--- config.mk ---
export PLATFORM = sky130hd
export DESIGN_NAME = reg_bank
export DESIGN_NICKNAME = d
export VERILOG_FILES = /design/src/rtl/reg_bank.sv
export SDC_FILE = /design/constraint.sdc
export NUM_CORES = 1
export LEC_CHECK = 0
export CORE_MARGIN = 5
export CORE_UTILIZATION = 35
export CTS_CLUSTER_DIAMETER = 30
export DETAILED_ROUTE_END_ITERATION = 12
export PLACE_DENSITY = 0.6
export SLEW_MARGIN = 5
export SYNTH_ARGS = -nofsm -noshare
export SYNTH_HDL_FRONTEND = slang
export SYNTH_SLANG_ARGS = --single-unit
--- constraint.sdc ---
create_clock -name clk -period 3.7 [get_ports clk]
set_input_delay 0.74 -clock clk [delete_from_list [all_inputs] [get_ports clk]]
set_output_delay 0.74 -clock clk [all_outputs]
set_load 0.02 [all_outputs]
--- src/rtl/reg_bank.sv ---
// reg_bank: DEPTH x WIDTH register bank with one synchronous write port,
// two registered read ports and a hardware clear sequencer.
//
// Ports:
//   clk     rising-edge clock
//   rst_n   asynchronous active-low reset (zeroes the bank, aborts a sweep)
//   we      write enable (honoured only while idle)
//   waddr   write address (addresses >= DEPTH are dropped)
//   wdata   write data
//   raddr0  read address, port 0
//   rdata0  registered read data, port 0 (write-first)
//   raddr1  read address, port 1
//   rdata1  registered read data, port 1 (write-first)
//   clr     start a clear sweep (sampled only while idle)
//   busy    high while the clear sweep runs (equals state == CLEAR)
//
// Handshake: there is no valid/ready pair; a read address presented before
// an edge yields data after that edge, and busy=1 means writes and clr are
// ignored for that edge.

module reg_bank #(
   parameter int WIDTH = 8,
   parameter int DEPTH = 8,
   parameter int AW    = $clog2(DEPTH)
) (
   input  logic             clk,
   input  logic             rst_n,
   input  logic             we,
   input  logic [AW-1:0]    waddr,
   input  logic [WIDTH-1:0] wdata,
   input  logic [AW-1:0]    raddr0,
   output logic [WIDTH-1:0] rdata0,
   input  logic [AW-1:0]    raddr1,
   output logic [WIDTH-1:0] rdata1,
   input  logic             clr,
   output logic             busy
);

   localparam logic [0:0]    IDLE  = 1'b0;
   localparam logic [0:0]    CLEAR = 1'b1;
   localparam logic [AW-1:0] LAST  = AW'(DEPTH - 1);

   logic [0:0]       state;
   logic [AW-1:0]    idx;
   logic [WIDTH-1:0] mem [DEPTH];
   logic             wr_en;
   logic             clr_en;
   logic [WIDTH-1:0] rd0_next;
   logic [WIDTH-1:0] rd1_next;

   // busy comes straight from the state flop, so no input reaches an output
   // combinationally.
   assign busy   = (state == CLEAR);
   assign clr_en = (state == CLEAR);
   assign wr_en  = (state == IDLE) && we && (32'(waddr) < DEPTH);

   // Value an entry will hold after the coming edge; gives the read ports
   // their write-first behaviour. Out-of-range addresses match no entry and
   // therefore read as zero.
   always_comb begin
      rd0_next = '0;
      rd1_next = '0;
      for (int i = 0; i < DEPTH; i++) begin
         if (raddr0 == AW'(i)) begin
            if (clr_en && idx == AW'(i))        rd0_next = '0;
            else if (wr_en && waddr == AW'(i))  rd0_next = wdata;
            else                                rd0_next = mem[i];
         end
         if (raddr1 == AW'(i)) begin
            if (clr_en && idx == AW'(i))        rd1_next = '0;
            else if (wr_en && waddr == AW'(i))  rd1_next = wdata;
            else                                rd1_next = mem[i];
         end
      end
   end

   always_ff @(posedge clk or negedge rst_n) begin
      if (!rst_n) begin
         state  <= IDLE;
         idx    <= '0;
         rdata0 <= '0;
         rdata1 <= '0;
         for (int i = 0; i < DEPTH; i++) mem[i] <= '0;
      end else begin
         rdata0 <= rd0_next;
         rdata1 <= rd1_next;

         // Sweep clear and host write are mutually exclusive by state.
         for (int i = 0; i < DEPTH; i++) begin
            if (clr_en && idx == AW'(i))       mem[i] <= '0;
            else if (wr_en && waddr == AW'(i)) mem[i] <= wdata;
         end

         if (state == IDLE) begin
            if (clr) begin
               state <= CLEAR;
               idx   <= '0;
            end
         end else begin
            // clr is ignored here: the sweep is never restarted or queued.
            if (idx == LAST) begin
               state <= IDLE;
               idx   <= '0;
            end else begin
               idx <= idx + AW'(1);
            end
         end
      end
   end

endmodule

# Yosys cells after proc, flatten, opt, wreduce, memory -nomap -nowiden
# Index checks and enable logic that the tools add are counted.
[op_classes]
add_sub_neg = 1
n_eq_ne = 28
muxes = 38
n_bitwise = 1
reduce_logical = 22
[op_table]
columns = ["cell", "count"]
rows = [
  ["$mux 8", 32],
  ["$eq 3x3->1 const B", 16],
  ["$eq 3x2->1 const B", 8],
  ["$logic_and 1x1->1", 17],
  ["$eq 3x1->1 const B", 4],
  ["$logic_not 3->1", 4],
  ["$mux 3", 3],
  ["$add 3x1->3 const B", 1],
  ["$mux 1", 3],
  ["$reduce_bool 2->1", 1],
  ["$not 1->1", 1],
]
[totals]
reg_bits = 84
in_bits = 21
wordCells = 102

# Logic depth before layout (Yosys ltp)
# Gate-level depths: netlist (run 1).
[logic_depth]
word_depth = 13
depth_mapped = 10
ltp_nobuf = 8

# Worst setup path before layout (run 1)
# No wires, ideal clock.
[synth_timing]
kind = "in2reg"
start = "in waddr[2]"
end = "reg rdata1[6]"
setup_ns = 0.120
arrival_ns = 2.517
required_time_ns = 3.580
setup_slack_ns = 1.063
stages = 6
n_path_buf = 0
cell_sequence = "or3b_2 > nor2_8 > mux2_2 > and2_1 > or4b_1 > o211a_1"
[synth_via]
elab_chain_len = 12
word_cells_on_any_way = 40
cone_classes = "eq/ne: 7; mux: 24; reduce/logical: 9"
[synth_rtl]
columns = ["item", "line_no", "text"]
rows = [
  ["from (decl)", "29", "input logic [AW-1:0] waddr,"],
  ["$logic_not 3->1", "71", "else if (wr_en && waddr == AW'(i)) rd1_next = wdata;"],
  ["$logic_and 1x1->1", "71", ""],
  ["$mux 8", "71", ""],
  ["$mux 8", "n/a", ""],
  ["$mux 8 (7 in series)", "69", "if (raddr1 == AW'(i)) begin"],
  ["$mux 8 (*)", "69", ""],
  ["named net rd1_next[6]", "49", "logic [WIDTH-1:0] rd1_next;"],
  ["to (signal assigned)", "86", "rdata1 <= rd1_next;"],
  ["to (decl)", "34", "output logic [WIDTH-1:0] rdata1,"],
]
# Mark *: on every way through the listed nets, which the timed path passes. The rest lies on a longest branch.
# A chain may end at the register's enable or synchronous reset.

# Worst setup path in the final report (run 1)
[layout_timing]
start = "in we"
end = "reg rdata1[6]"
[layout_via]
elab_chain_len = 12
word_cells_on_any_way = 33
cone_classes = "mux: 24; reduce/logical: 9"
[layout_rtl]
columns = ["item", "line_no", "text"]
rows = [
  ["from (decl)", "28", "input logic we,"],
  ["$logic_and 1x1->1 (*)", "55", "assign wr_en = (state == IDLE) && we && (32'(waddr) < DEPTH);"],
  ["$logic_and 1x1->1", "71", ""],
  ["$mux 8", "71", ""],
  ["$mux 8", "n/a", ""],
  ["$mux 8 (7 in series)", "69", ""],
  ["$mux 8 (*)", "69", ""],
  ["named net rd1_next[6]", "49", ""],
]
# Marked as above.

==> metrics.txt, run 1 <==
kind of cell adding the most delay to the critical path=simple AND/OR/NAND/NOR gates; HPWL Detailed=10.54 mm; Worst Tran Pin Value=778.7 ps; Ports=38; # diodes=0; CTS tree=yes; Synth area leaders=dfrtp_1, mux2i_1, nor2_1; Buf/Inv on CP=1; fin crit period=2986 ps; I/O Buffers=37; clk_lat worst skew=340 ps; CP Max Fanout=8; worst r2r src=busy; max incr delay on CP=560 ps; Peak VDD IR=0.0002285 V; clock skew=10.89 ps; post-synthesis sequential area ratio=0.4563; H-tree levels=3; Post-Syn Area per Cell=9.383 um2; clock sinks=84; worst reg-to-reg setup slack=910 ps; outcome=completed; unrepaired setup endpoints after global routing=no; placed insts=680; Synth Cell Area=4607 um2; Starting Density=0.3521; largest net degree at the start of global routing=33; GRT Util Overall=0.1862; setup TNS=0 ps; Hold Crit Class=in -> async; r2r worst-path depth=6; share of cells above drive strength 1=0.08478; clk root buf=clkbuf_16; DRT antenna net count=0; Worst setup EP type=flop; Yosys top cell by area=dfrtp_1; 1st-pass router iterations=5; Syn Nets=518; layout net count=542; fmax=334.9 MHz; hold buffers post-CTS=0; Final Hold Fails=0; Setup crit start kind=input port; top cell type's share of synthesized area=0.4563; # fillers=1271; post-CTS setup buffers=0; fin cells=695; Syn. warnings=0; Leak=2.601 nW; Worst EP required=3920 ps; main flop type after synthesis=dfrtp_1; clock slew at reported path FFs=70 ps; routed wire length=14.52 mm; number of synthesized flops with an enable pin=0; critical-path cell list=clkdlybuf4s50_1 > or3b_2 > nor2_8 > mux2_2 > and2_1 > or4b_1 > o211a_1; chip width=124.7 um; period utilization=0.8070; CTS Buf Count=9; Chip Height=124.7 um; Post-Synthesis Cells=491; WP data arrival=3200 ps; final setup violation count=0; row count=42; die area=15560 um2; Placer Congestion=0.9250; Worst slew margin=0.4769; power density cells=624.0 nW/um2; Critical-path top delay cell=or3b_2; Max-cap violations=0; max-slew violation count=0; vias in the first global route=4009; average via count per standard cell=5.754; grt ovf=0; routed via count=3999; Async SR Flop Fraction=1.000; wire per inst=20.89 um; Resized cells post-CTS=0; Synth Register Bits=84; first-pass GRT wire length=22.88 mm; DRC=0; clk buf depth=2; initial drt markers=473; Synth-to-Final Area Change=18.50%; Core Footprint=13090 um2; critical path class=in -> reg; initial antenna violation count=0; r2r endpoint=rdata1[6]; Synth cell types=54
-- layout by cell type, fill, tap and decap left out, types with 9 or more instances in the layout --
cell and count:
a21oi_1 20, clkbuf_16 9, clkdlybuf4s50_1 36, dfrtp_1 84, inv_1 13, mux2i_1 46, nand2_1 32, nand3_1 14
nor2_1 75, nor3_1 11, o21ai_0 26, o22ai_1 20, o32ai_1 11
-- flip-flops by register name, summed over array words and instances (netlist names) --
name    count
mem        64
rdata1      8
busy        1
rdata0      8
idx         3
-- stage by stage --
stage               area [um2]    util  worst slack [ps]  hold WS (ps)  total power [mW]
finish                    5459  0.4172             714.0         316.5             3.407
global route              5459  0.4172             633.8         357.1             3.577
CTS                       5459  0.4172             727.4         335.6             3.403
floorplan                 4607       -              1063         444.4             1.991
detailed placement        5120  0.3913             382.0         537.4             2.364
global placement          5120  0.3913             467.1         524.4             2.334
-- worst max-delay path by stage --
stage	from	end	slack (ps)	cells after the start
after floorplan	waddr[2]	rdata1[6]	1060	6
after global routing	we	rdata1[6]	630	7
after global placement	we	rdata1[6]	470	7
after detailed placement	we	rdata1[6]	380	7
after CTS	we	rdata1[6]	730	7
final	we	rdata1[6]	710	7
-- kinds of logic (layout without fill, tap and decap cells) --
kind of cell | count (synthesis) | after routing | share of synthesized area
flip-flops | 84 | 84 | 0.4563
multiplexers | 54 | 54 | 0.1219
AO/OA/AOI/OAI | 113 | 113 | 0.1624
buffers and inverters | 44 | 72 | 0.03829
AND/OR/NAND/NOR | 190 | 190 | 0.2048
adder cells (fa/ha/maj) | 6 | 6 | 0.01630
-- worst reg2reg max path: cells and delay by family (launching register included) --
family | cells | cell delay [ps]
flops | 1 | 610
compound gates | 1 | 140
mux | 1 | 380
simple gates | 4 | 1550
-- layout make-up --
| type | count | area, um2 | share of cell area |
|---|---|---|---|
| Clock buffer | 10 | 239.0 | 0.04378 |
| Inverter | 13 | 48.80 | 0.008939 |
| Timing Repair Buffer | 44 | 420.4 | 0.07701 |
| Tap cell | 176 | 220.2 | 0.04034 |
| Clock inverter | 5 | 100.1 | 0.01834 |
| Sequential cell | 84 | 2102 | 0.3851 |
| Multi-Input combinational cell | 363 | 2328 | 0.4265 |
-- layer usage --
metal  share of wire  global-route usage  vias to the layer above
met5               0                   0                        -
met4           0.023             0.08059                        0
met3           0.061             0.02230                       25
met2            0.49              0.3111                      185
met1            0.43              0.2429                     1983
li1                -                   -                     1806
-- synth_stat cells, types with 6 or more instances --
cell type	instances
a22oi_1	6
o32ai_1	11
dfrtp_1	84
nor3_1	11
ha_1	6
o22ai_1	20
nand2_1	32
nor2_1	75
nand3_1	14
o21ai_0	26
mux2i_1	46
or3_1	6
and2_1	7
a21oi_1	20
nor2b_1	8
inv_1	13
and3_1	6
clkbuf_1	25
nand2b_1	7
-- report_power, final --
group / switching (mW) / internal (mW) / total, mW
combinational: 0.714 / 0.387 / 1.10
clock: 0.367 / 0.672 / 1.04
sequential: 0.108 / 1.16 / 1.27
total: 1.19 / 2.22 / 3.41
(Power assumes the default switching activity.)
==> run 2: changes to the inputs <==
- PLACE_DENSITY: 0.6 -> 0.62
- clock period: 3.7 -> 2.45 ns (I/O delays scaled with it)
==> run 2 against run 1 <==
Hold slack got worse by 200 ps. Design area increased by 13%. Sequential share of layout area decreased by 4.3 points. First-iteration DRC count decreased by 13%. Critical path depth unchanged. Setup slack got worse by 700 ps. Sequential power increased by 48%. Combinational power increased by 90%.
==> metrics.txt, run 2 (synthesized netlist as in run 1, its figures left out) <==
fin crit period=2440 ps; r2r worst-path depth=9 (+3); vias in the first global route=4394 (+9.6%); outcome=completed; initial drt markers=412 (-13%); I/O Buffers=37 (unchanged); CTS tree=yes; Design Power=5.272 mW (+55%); placed insts=765 (+13%); worst r2r src=idx[0]; H-tree levels=3 (unchanged); Final Hold Fails=0 (unchanged); setup TNS=0 ps (unchanged); clock sinks=84 (unchanged); leading cell type in the layout, fill and taps excluded=buf_4; average via count per standard cell=5.512 (-4.2%); routed wire length=15.45 mm (+6.4%); max-slew violation count=0 (unchanged); Core Footprint=13090 um2 (unchanged); Multi-input gate area=2335 um2 (+0.27%); routed via count=4310 (+7.8%); chip width=124.7 um (unchanged); clock share of power=0.246 (-0.059); # diodes=0 (unchanged); hold buffers post-CTS=0 (unchanged); Biggest register=mem; sequential group share of total power=0.357 (-0.015); NetSw=1.907 mW (+60%); Starting Density=0.3521 (unchanged); die area=15560 um2 (unchanged); Synth-to-Final Area Change=33.32%; Worst slew margin=0.5732 (+0.09625); largest net degree at the start of global routing=48 (+45%); period utilization=0.9959; clk_lat worst skew=350 ps (about the same); Sw Share=0.3618 (+0.01277); final setup violation count=0 (unchanged); unrepaired setup endpoints after global routing=no; Max-cap violations=0 (unchanged); clk root buf=clkbuf_16; Hold Crit Class=in -> async; grt ovf=0 (unchanged); fmax=409.9 MHz; Setup crit start kind=input port; Worst EP required=2690 ps (-1230 ps); Largest register FFs=64 (unchanged); HPWL Detailed=11.75 mm (+12%); Ports=38 (unchanged); fin cells=782 (+13%); P_int=3.364 mW (+52%); layout net count=628 (+16%); Chip Height=124.7 um (unchanged); wire per inst=19.75 um (-5.4%); WP data arrival=2680 ps (-520 ps); Worst setup EP type=flop; 1st-pass router iterations=5 (unchanged); # fillers=1227 (-3.5%); DRT antenna net count=0 (unchanged); first-pass GRT wire length=24.76 mm (+8.2%); Peak VDD IR=0.0003506 V (+53%); row count=42 (unchanged); DRC=0 (unchanged); Reg area=2102 um2 (unchanged); GRT Util Overall=0.2008 (+0.01457); power density cells=858.3 nW/um2 (+38%); clock slew at reported path FFs=70 ps (about the same); Gate power share=0.397 (+0.074); clock skew=8.393 ps (-2.493 ps); initial antenna violation count=0 (unchanged); Worst Tran Pin Value=624.1 ps (-154.5 ps); Placer Congestion=1.004 (+8.5%); share of cells above drive strength 1=0.2178 (+0.1330); CP Max Fanout=5 (-3); r2r endpoint=rdata0[6]; CTS Buf Count=9 (unchanged); clk buf depth=2 (unchanged); worst reg-to-reg setup slack=180 ps (-730 ps); Leak=3.007 nW (+16%); commonest cells after routing, fill and taps aside=buf_4, dfrtp_1, nor2_1, mux2i_1, clkdlybuf4s50_1; critical path class=in -> reg; Regs by FF count=mem: 64 flops, rdata0: 8 flops, rdata1: 8 flops
## run 2: cell count changes in the layout (fill, tap and decap cells not counted), sizes merged
cell and delta:
clkinv +3, clkinvlp +1, bufinv -3, buf +86
## run 2: worst max path at each step
stage          startpoint   endpoint  slack (ps)
6_report               we  rdata1[6]          10
5_1_grt                we  rdata1[6]         0.1
4_1_cts                we  rdata1[6]          40
3_5_place_dp           we  rdata1[6]        -460
3_3_place_gp           we  rdata1[6]        -410
2_1_floorplan        busy  rdata1[6]          40
## run 2: through the flow
step	setup slack, ps	hold WS, ps	area (um2)	util
global route	0.1354	154.9	6142	0.4694
global placement	-411.1	500.8	5846	0.4467
detailed placement	-463.5	511.2	5846	0.4467
CTS	41.83	136.0	6127	0.4683
finish	10.16	115.6	6142	0.4694
floorplan	40.58	194.4	4607	-
## run 2: power by group through the flow
stage	sequential, mW	combinational (mW)	clock (mW)
finish	1.88	2.09	1.30
detailed placement	1.91	2.06	0
global placement	1.88	2.02	0
global route	1.91	2.28	1.36
floorplan	1.95	1.06	0
CTS	1.88	2.08	1.31
## run 2: metal layers
metal | part of all wire | global-route usage | vias to the layer above
met5 | 0 | 0 | -
met4 | 0.025 | 0.07544 | 0
met3 | 0.053 | 0.03688 | 23
met2 | 0.49 | 0.3394 | 164
met1 | 0.43 | 0.2554 | 2129
li1 | - | - | 1994
## run 2: critical path, cell delays in order
cell             delay [ps]
clkdlybuf4s50_1         510
or3b_4                  450
nor2_8                  110
mux2_2                  350
and2_1                  170
or4b_1                  470
o211a_1                 130
## run 2: timing repair
action,in CTS,in global routing
buffers inserted,0,1
pin swaps,0,1
endpoints found under the setup margin,6,5
resized for setup,1,2
cloned,0,0
## run 2: area by class of cell
class	instances	share of cell area
clock inverter	6	0.006519
timing repair buffer	130	0.1884
clock buffer	10	0.03891
sequential	84	0.3422
tap	176	0.03585
multi-input combinational	363	0.3801
inverter	13	0.007945
